<file path="config.mk">
export PLATFORM = sky130hd
export DESIGN_NAME = ext_op_pipe
export DESIGN_NICKNAME = d
export VERILOG_FILES = /design/src/rtl/ext_op_pipe.sv
export SDC_FILE = /design/constraint.sdc
export NUM_CORES = 1
export LEC_CHECK = 0
export ABC_AREA = 1
export BUFFER_PORTS_ARGS = -buffer_cell sky130_fd_sc_hd__buf_2
export CAP_MARGIN = 20
export CORE_MARGIN = 4
export CORE_UTILIZATION = 42
export DETAILED_ROUTE_END_ITERATION = 10
export HOLD_SLACK_MARGIN = 0.03
export MAX_ROUTING_LAYER = met4
export PLACE_DENSITY = 0.79
export SLEW_MARGIN = 30
export SYNTH_ARGS = -nofsm -noshare
export SYNTH_HDL_FRONTEND = slang
export SYNTH_SLANG_ARGS = --single-unit
</file>
<file path="constraint.sdc">
create_clock -name clk -period 2.4 [get_ports clk]
set_input_delay 0.12 -clock clk [delete_from_list [all_inputs] [get_ports clk]]
set_output_delay 0.12 -clock clk [all_outputs]
set_load 0.005 [all_outputs]
</file>
<file path="src/rtl/ext_op_pipe.sv">
// ext_op_pipe: registered ExtOp decoder with valid/ready handshake, stall and flush.
// Define EXT_ERR_CNT_EN to add the saturating illegal_cnt output.
module ext_op_pipe #(
  parameter int DATA_W = 32,
  parameter int CNT_W  = 8
) (
  input  logic              clk,
  input  logic              rst,
  input  logic              flush,
  input  logic              in_valid,
  output logic              in_ready,
  input  logic [31:0]       in_instr,
  output logic              out_valid,
  input  logic              out_ready,
  output logic [1:0]        out_ext_op,
  output logic [DATA_W-1:0] out_imm,
  output logic              out_illegal
`ifdef EXT_ERR_CNT_EN
  ,
  output logic [CNT_W-1:0]  illegal_cnt
`endif
);

  localparam logic [1:0] EXT_ZEXT = 2'b00;
  localparam logic [1:0] EXT_SEXT = 2'b01;
  localparam logic [1:0] EXT_LUI  = 2'b10;
  localparam logic [1:0] EXT_ILL  = 2'b11;

  // Zero-extending encodings: R-type logic/unsigned ops and the unsigned/logic immediates.
  function automatic logic is_zext(input logic [5:0] op, input logic [5:0] funct);
    logic hit;
    hit = 1'b0;
    case (op)
      6'b000000: begin
        case (funct)
          6'b100001, 6'b100011, 6'b100100, 6'b100101, 6'b100110, 6'b100111,
          6'b101011, 6'b000000, 6'b000010, 6'b000100, 6'b000110, 6'b001000,
          6'b001001: hit = 1'b1;
          default:   hit = 1'b0;
        endcase
      end
      6'b001011, 6'b001100, 6'b001101, 6'b001110, 6'b100100: hit = 1'b1;
      default: hit = 1'b0;
    endcase
    return hit;
  endfunction

  // Sign-extending encodings: signed compares, branches, arithmetic immediates and loads/stores.
  function automatic logic is_sext(input logic [5:0] op, input logic [4:0] rt,
                                   input logic [5:0] funct);
    logic hit;
    hit = 1'b0;
    case (op)
      6'b000000: begin
        case (funct)
          6'b101010, 6'b000011, 6'b000111: hit = 1'b1;
          default: hit = 1'b0;
        endcase
      end
      6'b000001: begin
        if (rt == 5'b00000 || rt == 5'b00001) begin
          hit = 1'b1;
        end else begin
          hit = 1'b0;
        end
      end
      6'b001001, 6'b001010, 6'b000100, 6'b000101, 6'b000110, 6'b000111,
      6'b100000, 6'b101000, 6'b100011, 6'b101011: hit = 1'b1;
      default: hit = 1'b0;
    endcase
    return hit;
  endfunction

  function automatic logic is_lui(input logic [5:0] op);
    return (op == 6'b001111);
  endfunction

  logic [5:0]        op_s;
  logic [4:0]        rt_s;
  logic [5:0]        funct_s;
  logic [15:0]       imm_s;
  logic [1:0]        kind_s;
  logic [DATA_W-1:0] imm_ext_s;
  logic              accept_s;
  logic              valid_r;
  logic [1:0]        ext_op_r;
  logic [DATA_W-1:0] imm_r;
  logic              illegal_r;
  logic              unused_fields_s;

  assign op_s    = in_instr[31:26];
  assign rt_s    = in_instr[20:16];
  assign funct_s = in_instr[5:0];
  assign imm_s   = in_instr[15:0];
  // rs and shamt never influence the extension mode
  assign unused_fields_s = ^{in_instr[25:21], in_instr[10:6]};

  assign in_ready = !valid_r || out_ready;
  assign accept_s = in_valid && in_ready && !flush;

  // Classify the offered instruction and build its extended immediate
  always_comb begin
    kind_s    = EXT_ILL;
    imm_ext_s = '0;
    if (is_zext(op_s, funct_s)) begin
      kind_s = EXT_ZEXT;
    end else if (is_sext(op_s, rt_s, funct_s)) begin
      kind_s = EXT_SEXT;
    end else if (is_lui(op_s)) begin
      kind_s = EXT_LUI;
    end else begin
      kind_s = EXT_ILL;
    end
    case (kind_s)
      EXT_ZEXT: imm_ext_s[15:0] = imm_s;
      EXT_SEXT: begin
        imm_ext_s       = {DATA_W{imm_s[15]}};
        imm_ext_s[15:0] = imm_s;
      end
      EXT_LUI:  imm_ext_s[DATA_W-1 -: 16] = imm_s;
      default:  imm_ext_s = '0;
    endcase
  end

  // Output register: flush beats accept, accept beats drain, otherwise hold
  always_ff @(posedge clk) begin
    if (rst) begin
      valid_r   <= 1'b0;
      ext_op_r  <= EXT_ZEXT;
      imm_r     <= '0;
      illegal_r <= 1'b0;
    end else if (flush) begin
      valid_r   <= 1'b0;
    end else if (accept_s) begin
      valid_r   <= 1'b1;
      ext_op_r  <= kind_s;
      imm_r     <= imm_ext_s;
      illegal_r <= (kind_s == EXT_ILL);
    end else if (valid_r && out_ready) begin
      valid_r   <= 1'b0;
    end else begin
      valid_r   <= valid_r;
    end
  end

  assign out_valid   = valid_r;
  assign out_ext_op  = ext_op_r;
  assign out_imm     = imm_r;
  assign out_illegal = illegal_r;

`ifdef EXT_ERR_CNT_EN
  logic [CNT_W-1:0] cnt_r;

  // Saturating count of accepted illegal instructions; flush already masks accept_s
  always_ff @(posedge clk) begin
    if (rst) begin
      cnt_r <= '0;
    end else if (accept_s && (kind_s == EXT_ILL) && (cnt_r != {CNT_W{1'b1}})) begin
      cnt_r <= cnt_r + CNT_W'(1'b1);
    end else begin
      cnt_r <= cnt_r;
    end
  end

  assign illegal_cnt = cnt_r;
`else
  logic [CNT_W-1:0] unused_cnt_s;
  assign unused_cnt_s = '0;
`endif

endmodule

</file>
* After elaboration in Yosys (flattened, before gate mapping)
Memories as Yosys holds them, arrays and structs flattened.
Cells that the tools add are included.
** Cells by class
- Divide/modulo/power cells :: 0
- Eq/ne operators :: 24
- Shifts and indexed selects :: 0
- $lt $le $gt $ge :: 0
- Add/sub/neg operators :: 0
- Bitwise gates (word level) :: 1
- $mul :: 0
- Reduce and logical (&&, ||, !) cells :: 17
- Mux-type cells :: 12
** Operator list (count)
- 6-bit by 4-bit == test with 1-bit output, second input constant :: 7
- 6-bit == test, second input constant :: 6
- 16-bit case mux with 2 select lines :: 1
- 6-bit by 3-bit == test with 1-bit output, second input constant :: 5
- 16-bit two-way mux :: 1
- 10-bit OR reduction :: 1
- 6-bit by 1-bit == test with 1-bit output, second input constant :: 1
- 6-bit by 2-bit == test with 1-bit output, second input constant :: 1
- 6-bit zero test :: 1
- 1-bit two-way mux :: 6
- 5-bit by 1-bit == test with 1-bit output, second input constant :: 1
- 5-bit zero test :: 1
- 5-bit OR reduction :: 1
- 2-bit == test, second input constant :: 2
- 2-bit two-way mux :: 2
- 2-bit OR reduction :: 2
- 1-bit logical AND :: 3
- 1-bit case mux with 3 select lines :: 1
- 3-bit OR reduction :: 1
- 2-bit by 1-bit == test with 1-bit output, second input constant :: 1
- 1-bit zero test :: 2
- 2-bit zero test :: 1
- 1-bit logical OR :: 2
- 1-bit case mux with 2 select lines :: 1
- other kinds (3) :: 3
** Storage, ports and cells
- Bits in latches :: 0
- Bits in registers :: 36
- Output and inout bits :: 37
- Bits of input ports :: 37
- Memories kept :: 1
- RAM bits :: 0
- Bits in read-only memories :: 64
** Memory list
- (no name shown) :: words 64, bits a word 1, read ports 1, clocked after Yosys merged registers in 0, wr ports 0, line 35 : case (funct)

* Depth between registers and ports, before layout
- Depth after elaboration :: 10
- Depth in mapped cells :: 15
- Gate-level depth less buffers :: 13

* Worst setup path after synthesis
No wires, ideal clock.
- Path type :: input port to flip-flop
- From :: input port in_instr[26]
- To :: register imm_r[31] (netlist: out_imm[31])
- Path buffers :: 2
- Setup time :: 0.133 ns
- Arrival time :: 1.702 ns
- Slack :: 0.565 ns
- Stages on the path :: 13
- Cells stage by stage :: nor2_2 nor2_1 nand2_2 nand3_2 nor2_2 nand3_4 buf_12 ha_1 nand2_1 clkbuf_1 nand2_1 a22oi_1 nor2_1
** On the way
- Cells in the longest elaborated chain, start to end :: 8
- Elaborated cells on any way between the ends :: 29
** Ends and longest elaborated chain
- start: declaration :: line 12 : input logic [31:0] in_instr,
- 6-bit by 4-bit == test with 1-bit output (tied with other cells) :: line 53 : case (op)
- 10-bit OR reduction :: line 53
- 1-bit case mux with 3 select lines :: line 53
- 1-bit two-way mux :: line 105 : if (is_zext(op_s, funct_s)) begin
- 2-bit two-way mux :: line 107 : end else if (is_sext(op_s, rt_s, funct_s)) begin
- 2-bit two-way mux * :: line 105
- 2-bit == test or 2-bit by 1-bit == test with 1-bit output (tied branches) :: line 114 : case (kind_s)
- 16-bit case mux with 2 select lines * :: line 114
- end signal: assignment :: line 137 : imm_r <= imm_ext_s;
- end: declaration :: line 87 : logic [DATA_W-1:0] imm_r;
Every way passes the cells marked *; elsewhere a longest branch is shown, timed or not. The select of a mux whose other input is x is not followed.
A chain may end at the register's enable or synchronous reset.

* Worst setup path in the final report
- From :: input port in_instr[30]
- To :: register imm_r[21] (netlist: out_imm[21])
** On the way
- Cells in the longest elaborated chain, start to end :: 8
- Elaborated cells on any way between the ends :: 29
** Ends and longest elaborated chain
- 6-bit by 4-bit == test with 1-bit output (tied with other cells) :: line 53
- 10-bit OR reduction :: line 53
- 1-bit case mux with 3 select lines :: line 53
- 1-bit two-way mux :: line 105
- 2-bit two-way mux :: line 107
- 2-bit two-way mux * :: line 105
- via kind_s[0] :: line 82 : logic [1:0] kind_s;
- 2-bit == test or 2-bit by 1-bit == test with 1-bit output (tied branches) :: line 114
- 16-bit case mux with 2 select lines * :: line 114
The timed path passes the listed nets; every way through them passes the cells marked *. The select of a mux whose other input is x is not followed.

==> impl_results.md <==
* Global-route wire length before repair at 7460 um
* Die ar. at 0.00554 mm^2
* Overall die width at 74.4 um
* CORE AREA at 0.00414 mm^2
* Leakage at 1.10 nW
* DP HPWL at 3440 um
* Post-synthesis average cell area at 7.56 um^2
* Initial antenna violation count at 0
* # Max-Cap Violations at 0
* Htree depth at 2
* Synth area leader: dfxtp_1
* Synthesized flop and latch total at 36
* Clk slew on worst S/H paths at 0.07 ns
* GRT Util Overall at 0.175
* Yosys top cell area share at 0.389
* Post-synth net total at 285
* Type of the most critical hold path: in2reg
* Port-buffer cells at 67
* Drt initial violations at 111
* DR vias at 1792
* Period utilization at 0.796
* CTS tree: done
* Most frequent cells in the layout: buf_2, nand2_1, dfxtp_1, nor2_1
* Sw Ratio at 0.279
* DRC at 0
* Post-synthesis sequential area ratio at 0.389
* Min Tclk post-route at 1.91 ns
* NetSw at 0.000353 W
* Clock power share at 0.358
* Pint at 0.000912 W
* Crit path cell chain: buf_2 > nor2_1 > nand4_1 > nand3_2 > a21oi_4 > o31ai_1 > inv_1 > ha_1 > nand2_1 > o21ai_0 > a22oi_1 > nor2_1
* Maximum fanout along the worst path at 16
* Synth cell types at 27
* Top Ports at 74
* Final Setup Violations at 0
* TritonRoute pass-1 iters at 4
* Pin count of the biggest net entering global routing at 35
* Slew headroom at 0.604
* Final Hold Fails at 0
* Leading cell type in the layout, fill and taps excluded: buf_2
* Fmax at 0.523 GHz
* FP Rows at 23
* TritonCTS Buffers at 5
* Status: completed
* Worst-skew pair later-pin latency at 0.29 ns
* Number of clock sinks at 36
* ANT nets after route at 0
* Max-slew violation count at 0
* Placed cell areas at 0.00221 mm^2
* Mapped Cells at 245
* Mapped cell area at 0.00185 mm^2
* Combinational Power Share at 0.155
* # resized after CTS at 0
* Ys async rst share at 0
* Root Buffer Master: clkbuf_8
* Net count, final at 350
* Fillers at 420
* CP delay by family, top: simple AND/OR/NAND/NOR gates
* Max IR drop VDD at 0.000279 V
* WL per Instance at 12.6 um
* Post-synth EDFFs at 0
* Vias in the first global route at 1658
* RSZ-0062 raised after global routing: false
* CP peak stage delay at 0.34 ns
* Post-route cell area at 0.00231 mm^2
* Congestion Overflow GR at 0
* Number of vias per cell at 4.96
* CP endpoint kind: flop
* WS Path Type: in2reg
* Pwr Density at 547 mW/mm^2
* Diodes inserted at 0
* CTS Buffer Depth at 2
* Die height at 74.4 um
* Worst setup SP type: input pin
* Register share of total power at 0.487
* Finished Layout Cells at 361
* Routability cong. at 0.864
* Synth-to-Final Area Change at 24.8%
* Layout cells sized above 1 at 0.373
* Initial Util at 0.447
* Critical Path Most Common Cell: nor2_1
* Synth Flop Type: dfxtp_1
* Top cells by area, synth: dfxtp_1, nand2_1, a22oi_1
* Routed wire length at 4550 um
* Yosys Warn Count at 0
* Worst slew pin tran at 0.594 ns
* Crit path buf inv count at 2
* R2R setup slack at 0.77 ns
* Req. time, crit path at 2.57 ns
* CP arrival at 2.08 ns
* Clock Skews at 0.00220 ns
* Crit path max-delay cell type: nand2_1
* Setup TNS at 0 ns
* Placed Cells at 352
* Post-layout util at 0.558
## worst min-delay path, stage by stage
cell and delay, ns:
buf_2 0.12, nand3_2 0.07, a21oi_2 0.04
## power by group through the flow
stage                     logic [W]  clock network [W]  registers, W
after floorplan            0.000123                  0      0.000631
after global placement     0.000191                  0      0.000630
after detailed placement   0.000194                  0      0.000630
after CTS                  0.000195           0.000460      0.000617
after global routing       0.000219           0.000487      0.000618
final                      0.000196           0.000453      0.000617
## cells in the mapped netlist, types with 7 or more instances
cell      instances
nor2_1           31
a22oi_1          16
o21ai_0          10
inv_2             7
a21oi_2           7
nand2_1          50
nand3_2           9
clkbuf_1          9
nand3_1          12
a21oi_1          10
dfxtp_1          36
inv_1            16
## flip-flops by register name, indices dropped and copies added, names as in the netlist
| name | count |
|---|---|
| out_ext_op | 2 |
| out_illegal | 1 |
| out_imm | 32 |
| out_valid | 1 |
## through the flow
stage / power [W] / worst slack [ns] / hold WS [ns]
floorplan: 0.000754 / 0.565 / 0.198
global route: 0.00132 / 0.266 / 0.0968
global placement: 0.000821 / 0.312 / 0.340
detailed placement: 0.000824 / 0.220 / 0.351
CTS: 0.00127 / 0.483 / 0.0364
finish: 0.00127 / 0.490 / 0.107
## per-layer routing
metal  track usage  wire (um)
met5             -          0
met4        0.0593         68
met3        0.0432        284
met2         0.269       2220
met1         0.224       1980
## final cells by class
| class | instances | area, um^2 | area share |
|---|---|---|---|
| clock inverter | 1 | 7.51 | 0.00325 |
| multi-input combinational | 173 | 981 | 0.424 |
| inverter | 23 | 86.3 | 0.0373 |
| tap | 50 | 62.6 | 0.0271 |
| sequential | 36 | 721 | 0.312 |
| timing repair buffer | 71 | 368 | 0.159 |
| clock buffer | 7 | 86.3 | 0.0373 |
## final timing paths
kind,start,end,depth (start not counted)
max,in_instr[30],out_imm[21],12
min,in_instr[6],out_imm[6],3
max reg2reg,out_valid,out_imm[16],7
min reg2reg,out_imm[13],out_imm[13],2
## logic make-up (layout without fill, tap and decap cells)
family / after synthesis / in the layout / share of synthesized area
simple gates: 122 / 122 / 0.325
flops: 36 / 36 / 0.389
buf+inv: 36 / 102 / 0.0851
compound gates: 48 / 48 / 0.180
fa+ha+maj: 3 / 3 / 0.0203
## timing repair
action	CTS	global route
hold buffers	0	1
endpoints found under the hold margin	0	1
setup buffers	0	0
Note: power is estimated with default switching activity, not from simulation.
